===== src/rtl/iq_demod_pkg.sv =====
// Shared types and constants for the IQ demodulating accumulator.
// Holds the FSM state enum, default widths and the excitation period length.
package iq_demod_pkg;

    localparam int ACC_W_DEF          = 16;
    localparam int PER_W_DEF          = 8;
    localparam int SAMPLES_PER_PERIOD = 8;
    localparam int SPP_LOG2           = $clog2(SAMPLES_PER_PERIOD);

    typedef enum logic [1:0] {
        ST_IDLE  = 2'd0,
        ST_SYNC  = 2'd1,
        ST_ACCUM = 2'd2,
        ST_DONE  = 2'd3
    } state_e;

endpackage


===== src/rtl/iq_sample_counter.sv =====
// Sample counter for one measurement with a terminal-count flag.
// Ports: clk_i/rst_ni clock and async active-low reset; clr_i clears the
// count (wins over inc_i); inc_i counts one accumulated sample; target_i is
// the total number of samples; tc_o is high while the count is one short of
// target_i, i.e. the sample being taken this cycle is the last one.
module iq_sample_counter #(
    parameter int CNT_W = 11
) (
    input  logic             clk_i,
    input  logic             rst_ni,
    input  logic             clr_i,
    input  logic             inc_i,
    input  logic [CNT_W-1:0] target_i,
    output logic             tc_o
);

    logic [CNT_W-1:0] cnt_q;
    logic [CNT_W-1:0] cnt_d;

    always_comb begin
        cnt_d = cnt_q;
        if (clr_i) begin
            cnt_d = '0;
        end else if (inc_i) begin
            cnt_d = cnt_q + CNT_W'(1);
        end
    end

    always_ff @(posedge clk_i or negedge rst_ni) begin
        if (!rst_ni) begin
            cnt_q <= '0;
        end else begin
            cnt_q <= cnt_d;
        end
    end

    assign tc_o = (cnt_q == (target_i - CNT_W'(1)));

endmodule


===== src/rtl/iq_demod_accum.sv =====
// Synchronous IQ demodulator: correlates a 1-bit comparator stream against
// in-phase/quadrature references over NumPeriods excitation periods.
// Ports: Clk, Resetn (async active-low); Start, Abort, NumPeriods control a
// measurement; CompIn, IP, QP are the sample and reference bits;
// CountEnable gates the excitation; AccI/AccQ are the signed results,
// Valid pulses for one cycle when they are final; Busy flags SYNC/ACCUM.
module iq_demod_accum
    import iq_demod_pkg::*;
#(
    parameter int ACC_W = ACC_W_DEF,
    parameter int PER_W = PER_W_DEF
) (
    input  logic             Clk,
    input  logic             Resetn,
    input  logic             Start,
    input  logic             Abort,
    input  logic [PER_W-1:0] NumPeriods,
    input  logic             CompIn,
    input  logic             IP,
    input  logic             QP,
    output logic             CountEnable,
    output logic [ACC_W-1:0] AccI,
    output logic [ACC_W-1:0] AccQ,
    output logic             Valid,
    output logic             Busy
);

    localparam int CNT_W = PER_W + SPP_LOG2;

    // |sum| <= 8*(2^PER_W-1) must fit a signed ACC_W value, so no wrap.
    if (ACC_W < PER_W + 5) begin : g_acc_w_check
        $error("iq_demod_accum: ACC_W must be at least PER_W+5");
    end

    localparam logic signed [ACC_W-1:0] STEP_P = ACC_W'(1);
    localparam logic signed [ACC_W-1:0] STEP_M = '1;

    state_e                  state_q;
    state_e                  state_d;
    logic [PER_W-1:0]        np_q;
    logic [PER_W-1:0]        np_d;
    logic                    ip_q;
    logic signed [ACC_W-1:0] acc_i_q;
    logic signed [ACC_W-1:0] acc_i_d;
    logic signed [ACC_W-1:0] acc_q_q;
    logic signed [ACC_W-1:0] acc_q_d;

    logic                    boundary;
    logic signed [ACC_W-1:0] step_i;
    logic signed [ACC_W-1:0] step_q;
    logic                    cnt_clr;
    logic                    cnt_inc;
    logic                    cnt_tc;
    logic [CNT_W-1:0]        cnt_target;

    // Period starts where IP rises; phase of IP/QP is otherwise trusted.
    assign boundary = IP & ~ip_q;

    assign step_i = (CompIn == IP) ? STEP_P : STEP_M;
    assign step_q = (CompIn == QP) ? STEP_P : STEP_M;

    assign cnt_target = {np_q, SPP_LOG2'(0)};

    iq_sample_counter #(
        .CNT_W (CNT_W)
    ) u_cnt (
        .clk_i    (Clk),
        .rst_ni   (Resetn),
        .clr_i    (cnt_clr),
        .inc_i    (cnt_inc),
        .target_i (cnt_target),
        .tc_o     (cnt_tc)
    );

    always_comb begin
        state_d = state_q;
        np_d    = np_q;
        acc_i_d = acc_i_q;
        acc_q_d = acc_q_q;
        cnt_clr = 1'b0;
        cnt_inc = 1'b0;
        unique case (state_q)
            ST_IDLE: begin
                if (Start && (NumPeriods != '0)) begin
                    state_d = ST_SYNC;
                    np_d    = NumPeriods;
                    acc_i_d = '0;
                    acc_q_d = '0;
                    cnt_clr = 1'b1;
                end
            end
            ST_SYNC: begin
                if (Abort) begin
                    state_d = ST_IDLE;
                    acc_i_d = '0;
                    acc_q_d = '0;
                    cnt_clr = 1'b1;
                end else if (boundary) begin
                    state_d = ST_ACCUM;
                    acc_i_d = acc_i_q + step_i;
                    acc_q_d = acc_q_q + step_q;
                    cnt_inc = 1'b1;
                end
            end
            ST_ACCUM: begin
                if (Abort) begin
                    state_d = ST_IDLE;
                    acc_i_d = '0;
                    acc_q_d = '0;
                    cnt_clr = 1'b1;
                end else begin
                    acc_i_d = acc_i_q + step_i;
                    acc_q_d = acc_q_q + step_q;
                    cnt_inc = 1'b1;
                    if (cnt_tc) begin
                        state_d = ST_DONE;
                    end
                end
            end
            ST_DONE: begin
                state_d = ST_IDLE;
            end
            default: begin
                state_d = ST_IDLE;
            end
        endcase
    end

    always_ff @(posedge Clk or negedge Resetn) begin
        if (!Resetn) begin
            state_q <= ST_IDLE;
            np_q    <= '0;
            ip_q    <= 1'b0;
            acc_i_q <= '0;
            acc_q_q <= '0;
        end else begin
            state_q <= state_d;
            np_q    <= np_d;
            ip_q    <= IP;
            acc_i_q <= acc_i_d;
            acc_q_q <= acc_q_d;
        end
    end

    assign Busy        = (state_q == ST_SYNC) || (state_q == ST_ACCUM);
    assign CountEnable = Busy;
    assign Valid       = (state_q == ST_DONE);
    assign AccI        = acc_i_q;
    assign AccQ        = acc_q_q;

endmodule


===== config.mk =====
export PLATFORM = sky130hd
export DESIGN_NAME = iq_demod_accum
export DESIGN_NICKNAME = d
export VERILOG_FILES = /design/src/rtl/iq_demod_pkg.sv /design/src/rtl/iq_sample_counter.sv /design/src/rtl/iq_demod_accum.sv
export SDC_FILE = /design/constraint.sdc
export NUM_CORES = 1
export LEC_CHECK = 0
export ABC_CLOCK_PERIOD_IN_PS = 6400
export BUFFER_PORTS_ARGS = -buffer_cell sky130_fd_sc_hd__buf_2
export CORE_MARGIN = 2
export CORE_UTILIZATION = 45
export DETAILED_ROUTE_END_ITERATION = 12
export HOLD_SLACK_MARGIN = 0.15
export SLEW_MARGIN = 0
export SYNTH_ARGS = -nofsm -noshare
export SYNTH_HDL_FRONTEND = slang
export SYNTH_HIERARCHICAL = 1
export SYNTH_SLANG_ARGS = --single-unit

===== constraint.sdc =====
create_clock -name Clk -period 6.4 [get_ports Clk]
set_input_delay 0 -clock Clk [delete_from_list [all_inputs] [get_ports Clk]]
set_output_delay 0 -clock Clk [all_outputs]
set_load 0.005 [all_outputs]

# After elaboration in Yosys (flattened, before gate mapping)
# Cells that the tools add are included.
[totals]
inputBits = 15
output_inout_bits = 35
regBits = 54
[op_classes]
n_eq_ne = 9
n_reduce_logical = 10
bitwise = 2
muxes = 26
n_addsub = 4
[op_table]
columns = ["operator", "count"]
rows = [
  ["$mux 16", 9],
  ["$pmux 16 s3", 2],
  ["$add 16x16->16", 2],
  ["$mux 11", 2],
  ["$add 11x1->11 const B", 1],
  ["$eq 11x11->1", 1],
  ["$sub 11x1->11 const B", 1],
  ["$mux 2", 5],
  ["$pmux 2 s4", 1],
  ["$reduce_bool 8->1", 1],
  ["$ne 3x3->1 const B", 2],
  ["$reduce_and 3->1", 2],
  ["$mux 1", 5],
  ["$eq 2x2->1 const B", 2],
  ["$pmux 1 s2", 2],
  ["$reduce_bool 3->1", 1],
  ["$eq 1x1->1", 2],
  ["$eq 2x1->1 const B", 1],
  ["$logic_not 2->1", 1],
  ["$ne 2x2->1 const B", 1],
  ["$reduce_and 2->1", 1],
  ["$reduce_bool 2->1", 1],
  ["$reduce_or 2->1", 1],
  ["$and 1x1->1", 1],
  ["3 further kinds", 3],
]

# Longest topological paths before layout
# Gate-level depths: netlist of run 1.
[depth]
word_depth = 7
depth_mapped = 12
ltp_nobuf = 11

# Hierarchy
# Netlist of run 1, hierarchy kept.
[by_module_without_submodules]
columns = ["mod", "seq_area_each_um2", "cells_each", "area_each_um2", "n_inst"]
rows = [
  ["iq_demod_accum", 1076.0, 336, 3118.0, 1],
  ["iq_sample_counter", 275.3, 105, 922.1, 1],
]

# Worst setup path before layout of run 1
# Ideal clock, no wire load.
[synth_path]
kind = "input to register"
start = "input CompIn"
end = "register acc_q_q[15] (netlist: AccQ[15])"
setup_slack_ns = 3.769
t_arrival_ns = 2.502
cell_stages = 9
required_time_ns = 6.271
path_buffers = 0
cell_sequence = "xor2_1 > ha_1 > a21o_1 > a21o_1 > a221o_1 > a41oi_2 > xor2_1 > a21oi_1 > o22ai_1"
[synth_via]
elab_chain_cells = 6
elab_cells_between_ends = 7
cone_classes = "add/sub: 1; eq/ne: 1; mux: 5"
[synth_lines]
columns = ["element", "line", "text"]
rows = [
  ["start, declared", "iq_demod_accum.sv:18", "input logic CompIn,"],
  ["$eq 1x1->1 *", "iq_demod_accum.sv:60", "assign step_q = (CompIn == QP) ? STEP_P : STEP_M;"],
  ["$mux 16 *", "iq_demod_accum.sv:60", ""],
  ["$add 16x16->16 *", "iq_demod_accum.sv:101, iq_demod_accum.sv:113", ""],
  ["$mux 16", "iq_demod_accum.sv:98", "end else if (boundary) begin"],
  ["$mux 16", "iq_demod_accum.sv:93", "if (Abort) begin"],
  ["$pmux 16 s3 *", "iq_demod_accum.sv:82", "unique case (state_q)"],
  ["end signal, assigned", "iq_demod_accum.sv:141", "acc_q_q <= acc_q_d;"],
  ["end, declared", "iq_demod_accum.sv:45", "logic signed [ACC_W-1:0] acc_q_q;"],
]
# Mark *: on every way between the ends. The rest lies on a longest branch, timed or not. The select of a mux whose other input is x is not followed.
# A chain may end at the register's enable or synchronous reset.

# Final worst setup path of run 1
[layout_path]
start = "register state_q[0]"
end = "register acc_q_q[10] (netlist: AccQ[10])"
[layout_via]
elab_chain_cells = 3
elab_cells_between_ends = 8
cone_classes = "eq/ne: 4; mux: 1; reduce/logical: 3"
[layout_lines]
columns = ["element", "line", "text"]
rows = [
  ["start, declared", "iq_demod_accum.sv:38", "state_e state_q;"],
  ["start signal, assigned", "iq_demod_accum.sv:137", "state_q <= state_d;"],
  ["$eq 2x1->1 (tied with other cells)", "iq_demod_accum.sv:82", ""],
  ["$ne 3x3->1 (no source line) (tied with other cells)", "--", ""],
  ["$reduce_and 3->1 (no source line)", "--", ""],
]
# Parallel ways exist; a longest one is shown, timed or not.

==> flow_summary.toml, run 1 <==
[status]
status = "completed"

[placed_design]
io_buffers = 49
gp_congestion = 0.8731
dp_slack_ps = 3609
hpwl_um = 6387

[synth]
ys.flop_type = "dfrtp_1"
synth_top_family_by_area = "compound AO/OA/AOI/OAI gates"
synthCells = 441
ys_seq_elements = 54
synth_xor_area_frac = 0.1081
synth-edff-count = 0
ys_seq_area_frac = 0.3345
async_flop_share = 1.000
avgSynthCellArea_um2 = 9.161
yosys.area_share.simple = 0.1669
syn_area_mm2 = 0.004040
yosys-mux-area-fraction = 0.02725
synth.distinct_cells = 65
synth_compound_area_frac = 0.1936
synthAdderAreaFrac = 0.1369
ys_warn_count = 6

[routing]
vias = 3337
remaining_drc_errors = 0
drt_iter0_markers = 86
antenna_left = 0
wl_per_cell_um = 14.27
routed_wl_um = 8818
drt_first_pass_iters = 4
routed_via_density = 5.400

[sta]
final-hold-violation-count = 0
max_freq_ghz = 0.3608
rsz0062_at_grt = "no"
skew_ps = 10.95
slew_violations = 0
worst_slack_ps = 3629
period_share = 0.4330
relSlewSlack = 0.2459
setup_tns_ps = 0
worst_pin_slew_ps = 1128
finalSetupViolCount = 0
fin_crit_ps = 2771

[cts]
clk_root_buffer_cell = "clkbuf_8"
cts_resized = 0
clock_path_buffers = 2
clock_latency_ps = 310
cts_tree = "built"
clkSlewWorstSetupHoldPaths_ps = 90
cts_buffers = 5
clock-sinks = 54
cts_max_level = 2

[floorplanning]
fp.dieH_um = 98.75
initial_core_util = 0.4633
coreArea_mm2 = 0.008721
num_rows = 34
die_area_mm2 = 0.009752
die_x_um = 98.75
ios = 50

[finish]
final_layout_size_suffix_gt1_frac = 0.1765
final_net_count = 567
fillers = 834
antennaDiodeCount = 0
seqCellArea_mm2 = 0.001351
multi_input_area_mm2 = 0.002601
syn_to_final_growth_pct = 14.65

[pwr]
power.total_mw = 1.703
p_per_area_mw_per_mm2 = 367.7
ir_drop_mv = 0.1524
leakage_nw = 2.228

[worst_setup_path]
crit_chain = "inv_1 -> ha_1 -> inv_1 -> nor2_1 -> nand3_1 -> or4b_1 -> nand3_1"
slowest_delay_ps = 800
cp.required_ps = 6640
critPathLaunchType = "register"
worstSetupEndpointType = "register"
cpLargestDelayFamily = "simple AND/OR/NAND/NOR gates"
slowest_stage = "nand3_1"
cp.arrival_ps = 3020
path_buf_inv = 2
crit_fanout = 28
critPathKind = "register to register"

[global_routing]
grt_overflow_total = 0
grt_max_degree = 55
grt_pass1_vias = 3179
antenna_found_initial = 0
grt_usage = 0.1873
grt_first_pass_wirelength_um = 15120

[hold_path]
hp-class = "input pin to async pin"

[job]
cap_violations = 0
==> kinds of logic after synthesis <==
kind of cell | count (synthesis)
XOR/XNOR | 49
AO/OA/AOI/OAI | 121
AND/OR/NAND/NOR | 133
buffers and inverters | 30
flip-flops | 54
multiplexers | 10
adder cells (fa/ha/maj) | 43
other | 1
==> layer usage <==
metal	routed length [um]	up-vias	GRT usage
met5	0	-	0
met4	65	0	0.03688
met3	222	6	0.02837
met2	4022	42	0.3108
met1	4508	1582	0.2617
li1	-	1707	-
==> where the power goes <==
| part | switching, mW | internal, mW |
|---|---|---|
| sequential | 0.106 | 0.439 |
| combinational | 0.539 | 0.416 |
| clock | 0.115 | 0.0873 |
==> synth_stat cells (8+ instances only) <==
| library cell | number | share of area |
|---|---|---|
| a21o_1 | 10 | 0.019 |
| nor2_1 | 20 | 0.019 |
| dfrtp_1 | 54 | 0.33 |
| xnor2_1 | 24 | 0.052 |
| a21oi_1 | 27 | 0.033 |
| nand3_1 | 12 | 0.015 |
| nand2_1 | 51 | 0.047 |
| ha_1 | 41 | 0.13 |
| o21ai_0 | 39 | 0.048 |
| inv_1 | 17 | 0.016 |
| mux2_2 | 8 | 0.022 |
| xor2_1 | 24 | 0.052 |
==> what timing repair did <==
| action | CTS | global route |
|---|---|---|
| hold endpoints to repair | 64 | 0 |
| hold buffers | 11 | 0 |
| buffers inserted | 0 | 0 |
==> stage by stage <==
| stage | hold slack, ps | utilization | cell area, um2 | instances |
|---|---|---|---|---|
| 6_report | 345.7 | 0.5311 | 4632 | 618 |
| 5_1_grt | 382.3 | 0.5311 | 4632 | 618 |
| 4_1_cts | 338.6 | 0.5311 | 4632 | 618 |
| 3_5_place_dp | 170.4 | 0.5076 | 4427 | 599 |
| 3_3_place_gp | 166.2 | 0.5076 | 4427 | 599 |
| 2_1_floorplan | -295.6 | - | 4078 | 451 |
==> tightest hold or removal path, cell delays in order <==
cell           delay (ps)
dlygate4sd3_1         520
buf_2                  90
buf_4                 550
==> area by class of cell <==
type	count	area share
clock buffers	6	0.01783
clock inverters	2	0.002701
inverters	17	0.01378
multi-input cells	367	0.5616
flip-flops and latches	54	0.2917
well taps	108	0.02917
repair buffers	64	0.08320
==> cell usage in the layout, fill, tap and decap left out, drive strengths merged, types with 5 or more instances in the layout <==
master	Yosys	routed
xnor2	25	25
nor2b	7	7
nand3	12	12
a21oi	28	28
o21ai	44	44
nand4	7	7
nor2	21	21
nor4	5	5
buf	8	53
mux2	8	8
nand2	52	52
xor2	24	24
a31oi	7	7
nor3	8	8
and3	5	5
dfrtp	54	54
a21o	11	11
conb	1	11
inv	17	17
clkbuf	5	6
dlygate4sd3	0	11
ha	41	41
==> registers in the layout (all words and copies together) (netlist names) <==
name         cells
np_q             8
state_q          2
ip_q             1
AccQ            16
u_cnt/cnt_q     11
AccI            16
==> path summary, 6_finish.rpt <==
path	start	end	cells past startpoint	slack (ps)
worst min-delay path	Resetn	AccQ[6]	3	350
worst max register to register	state_q[0]	AccQ[10]	7	3630
min in group Clk	Start	np_q[2]	4	350
worst min register to register	AccI[8]	AccI[8]	2	520
worst max-delay path	state_q[0]	AccQ[10]	7	3630
max in group asynchronous	Resetn	AccI[9]	3	5580
No activity file was read; power rests on OpenSTA's default activity.
==> run 2: changes to the inputs <==
- ABC_CLOCK_PERIOD_IN_PS: 6400 -> 2810
- clock period: 6.4 -> 2.81 ns (I/O delays scaled with it)
==> run 2 against run 1 <==
  * Flip-flop and latch count stayed put
  * First-iteration DRC count is 60% higher
  * Global-route usage is 0.27 points higher
  * Count of clock-buffer cells in the layout is 1 higher
  * Worst hold slack worse by 140 ps
  * Combinational power is 130% higher
  * Register-to-register slack worse by 3100 ps
  * Clock skew is 5.3 ps lower
  * Non-clock buffer count is 5 higher
  * Highest routed layer unchanged
==> flow_summary.toml, run 2 (synthesized netlist as in run 1, its figures left out) <==
[worst_setup_path]
worstSetupEndpointType = "register"
critPathKind = "input pin to register"
cp.required_ps = 3000
r2r-start = "AccQ[10]"
cpLargestDelayFamily = "compound AO/OA/AOI/OAI gates"
cp.arrival_ps = 2800
critPathLaunchType = "input pin"
rrSetupSlack_ps = 560
reg2reg_to = "AccQ[13]"
path_buf_inv = 3
reg2reg_depth = 8
slowest_delay_ps = 540
critPathMostFrequentCell = "xor2_1"
crit_fanout = 19
slowest_stage = "dlygate4sd3_1"
crit_chain = "dlygate4sd3_1 -> buf_2 -> xor2_1 -> buf_4 -> ha_1 -> a21oi_1 -> nand2_1 -> a31oi_1 -> o31ai_1 -> a311oi_1 -> xor2_1 -> o21ai_0"

[cts]
post_cts_buffers = 0
clock_path_buffers = 2
cts_max_level = 2
clkSlewWorstSetupHoldPaths_ps = 100
clock-sinks = 54
clock_latency_ps = 300
clk_root_buffer_cell = "clkbuf_8"
cts_resized = 0
cts_buffers = 5
cts_hold_buf = 11
cts_tree = "built"

[pwr]
leakage_nw = 2.257
p_per_area_mw_per_mm2 = 852.3
ir_drop_mv = 0.3806

[finish]
final_net_count = 572
layout.cells.non_filler = 623
layout_common_cells = "dfrtp_1 (54), nand2_1 (51), buf_2 (49), ha_1 (41), o21ai_0 (39)"
syn_to_final_growth_pct = 15.86
final_common_cell = "dfrtp_1"
antennaDiodeCount = 0
final_layout_size_suffix_gt1_frac = 0.1806

[sta]
finalSetupViolCount = 0
max_freq_ghz = 0.3830
rsz0062_at_grt = "no"
worst_pin_slew_ps = 891.9
setup_tns_ps = 0
period_share = 0.9292
final-hold-violation-count = 0
slew_violations = 0
skew_ps = 5.693
relSlewSlack = 0.4053
fin_crit_ps = 2611
holdWs_ps = 203.6

[placed_design]
placed_cells = 604
io_buffers = 49
gp_congestion = 0.9069
hpwl_um = 6716

[routing]
remaining_drc_errors = 0
wl_per_cell_um = 14.47
routed_via_density = 5.356
vias = 3337
antenna_left = 0
drt_first_pass_iters = 4
routed_wl_um = 9014
drt_iter0_markers = 138

[floorplanning]
num_rows = 34
die_area_mm2 = 0.009752
ios = 50
fp.dieH_um = 98.75
coreArea_mm2 = 0.008721
die_x_um = 98.75
initial_core_util = 0.4633

[global_routing]
grt_max_degree = 36
grt_overflow_total = 0
grt_first_pass_wirelength_um = 15410
grt_pass1_vias = 3186
busiest_layer = "met2"
antenna_found_initial = 0
grt_usage = 0.1900
gr-usage-met3 = 0.02553
use_met1 = 0.2673
gr-usage-met2 = 0.3129

[job]
cap_violations = 0

[status]
status = "completed"

[hold_path]
hp-class = "input pin to async pin"
-- run 2: worst max path at each step --
stage                     startpoint  endpoint  slack (ps)  depth (start not counted)
final                             IP  AccI[13]         200                         12
after global routing              IP  AccI[13]          10                         12
after CTS                         IP  AccI[15]         200                         12
after detailed placement          IP  AccI[15]         450                         11
after global placement        CompIn  AccQ[13]         510                         11
after floorplan               CompIn  AccQ[15]         180                          9
-- run 2: stage by stage --
stage                     utilization  power [mW]  setup slack, ps  instance area, um2
after floorplan                     -       2.854            179.1                4078
after global placement         0.5119       3.451            507.0                4464
after detailed placement       0.5119       3.475            445.7                4464
after CTS                      0.5367       4.031            201.1                4681
after global routing           0.5367       4.360            10.55                4681
final                          0.5367       3.990            198.8                4681
-- run 2: layer usage --
metal / share of wire / vias to the layer above
met3: 0.027 / 5
li1: - / 1716
met5: 0 / -
met4: 0.0087 / 0
met2: 0.47 / 54
met1: 0.49 / 1562
-- run 2: area by class of cell --
class                      count  area (um2)
clock buffer                   7       76.32
inverter                      17       63.81
sequential                    54        1351
fill                         804        4040
tap                          108       135.1
timing repair buffer          69       422.9
multi-input combinational    367        2601
clock inverter                 1       30.03
-- run 2: power by group --
group / internal (mW) / leakage [nW] / total [mW] / switching (mW)
sequential: 1.00 / 0.708 / 1.25 / 0.246
clock: 0.267 / 0.0524 / 0.522 / 0.255
combinational: 0.987 / 1.50 / 2.22 / 1.23
-- run 2: worst reg2reg max path, stage by stage, from the launching register on --
cell,delay (ps)
dfrtp_1,430
ha_1,410
a21oi_1,240
o21bai_1,80
a21o_2,210
a2111oi_0,390
nor3_1,140
xnor2_1,180
o21ai_1,80
==> run 3: changes to the inputs <==
- BUFFER_PORTS_ARGS: -buffer_cell sky130_fd_sc_hd__buf_2 -> -buffer_cell sky130_fd_sc_hd__buf_4
==> run 3 against run 2 <==
  * Sequential power hardly changed
  * Final area up 2.5%
  * Worst hold slack better by 80 ps
  * Critical endpoint unchanged
  * Largest cell class unchanged
==> flow_summary.toml, run 3 (synthesized netlist as in run 1, its figures left out) <==
[hold_path]
hp-class = "input pin to async pin"

[worst_setup_path]
crit_chain = "dlygate4sd3_1 -> buf_4 -> xor2_1 -> buf_4 -> ha_1 -> a21oi_1 -> nand2_1 -> a31oi_1 -> o31ai_1 -> a311oi_1 -> xor2_1 -> o21ai_0"
cpLargestDelayFamily = "compound AO/OA/AOI/OAI gates"
cp.required_ps = 3000
critPathKind = "input pin to register"
slowest_stage = "dlygate4sd3_1"
cp.arrival_ps = 2800
slowest_delay_ps = 550
worstSetupEndpointType = "register"
crit_fanout = 19
path_buf_inv = 3
critPathLaunchType = "input pin"

[sta]
holdWs_ps = 283.8
rsz0062_at_grt = "no"
setup_tns_ps = 0
relSlewSlack = 0.5385
final-hold-violation-count = 0
worst_slack_ps = 201.9
period_share = 0.9282
worst_pin_slew_ps = 692.3
fin_crit_ps = 2608
skew_ps = 8.496
slew_violations = 0
max_freq_ghz = 0.3834
finalSetupViolCount = 0

[cts]
cts_max_level = 2
post_cts_buffers = 0
clock_path_buffers = 2
cts_buffers = 5
cts_tree = "built"
clk_root_buffer_cell = "clkbuf_8"
clock_latency_ps = 310
clkSlewWorstSetupHoldPaths_ps = 100
clock-sinks = 54

[finish]
final_util = 0.5502
syn_to_final_growth_pct = 18.77
final_common_cell = "buf_4"
layout_common_cells = "buf_4 (56), dfrtp_1 (54), nand2_1 (51), ha_1 (41), o21ai_0 (39)"
final_net_count = 570
final_layout_size_suffix_gt1_frac = 0.1816
layout.cells.non_filler = 620
antennaDiodeCount = 0
final_area_mm2 = 0.004798
fillers = 772

[floorplanning]
initial_core_util = 0.4633
fp.dieH_um = 98.75
coreArea_mm2 = 0.008721
die_x_um = 98.75
num_rows = 34
ios = 50
die_area_mm2 = 0.009752

[pwr]
power.total_mw = 4.086
seqPwrFrac = 0.309
internal_power_mw = 2.343
leakage_nw = 2.273
p_per_area_mw_per_mm2 = 851.6
netSwitchingFraction = 0.4265
netSwitchingPower_mw = 1.743
p_clk_frac = 0.132
ir_drop_mv = 0.3643
comb_power_share = 0.559

[routing]
drt_first_pass_iters = 5
vias = 3374
routed_wl_um = 9041
routed_via_density = 5.442
antenna_left = 0
drt_iter0_markers = 101
remaining_drc_errors = 0
wl_per_cell_um = 14.58

[placed_design]
gp_congestion = 0.9099
placed_cell_area_mm2 = 0.004572
io_buffers = 49
hpwl_um = 6761
dp_slack_ps = 415.5
placed_cells = 602

[global_routing]
gr-usage-met2 = 0.3150
grt_pass1_vias = 3281
busiest_layer = "met2"
grt_usage = 0.1928
gr-usage-met3 = 0.02482
grt_overflow_total = 0
grt_first_pass_wirelength_um = 15620
use_met1 = 0.2749
grt_max_degree = 55
antenna_found_initial = 0

[status]
status = "completed"

[job]
cap_violations = 0
run 3: cell count changes in the layout (fill, tap and decap cells not counted), sizes merged:
cell and change:
buf -2, clkbuf -1
run 3: cell type report:
cell class	instances	area, um2	area share
Clock buffer	6	82.58	0.01721
Clock inverter	1	30.03	0.006258
Inverter	17	63.81	0.01330
Multi-Input combinational cell	367	2605	0.5429
Sequential cell	54	1351	0.2816
Tap cell	108	135.1	0.02816
Timing Repair Buffer	67	530.5	0.1106
run 3: repair_timing:
item                                    in CTS  in global routing
resized for setup                            0                  1
hold endpoints to repair                    64                  0
endpoints found under the setup margin       0                  1
hold buffers                                11                  0
run 3: worst reg2reg max path, stage by stage (launching register included):
cell and delay (ps):
dfrtp_1 450, fa_1 480, nand3_1 120, a21oi_1 100
o211ai_1 320, nand2b_1 160, a221oi_2 300, xnor2_1 160
o21ai_1 80
run 3: power by group through the flow:
stage          clock [mW]  sequential, mW  combinational [mW]
2_1_floorplan           0            1.22                1.63
3_3_place_gp            0            1.27                2.25
3_5_place_dp            0            1.28                2.28
4_1_cts             0.563            1.27                2.30
5_1_grt             0.590            1.30                2.59
6_report            0.541            1.26                2.28
run 3: worst paths after layout:
kind,start,to,slack (ps),cells past startpoint
setup / recovery,IP,AccI[13],200,12
hold / removal,Resetn,AccQ[0],280,2
setup reg to reg,AccI[0],AccI[14],530,8
hold reg to reg,AccQ[9],AccQ[9],520,2
max in group asynchronous,Resetn,AccI[13],2070,2
min in group Clk,QP,AccQ[15],400,5
run 3: per-layer routing:
layer / vias to the layer above / wire length (um)
met4: 0 / 82
met1: 1607 / 4410
met5: - / 0
met3: 9 / 229
met2: 45 / 4318
li1: 1713 / -
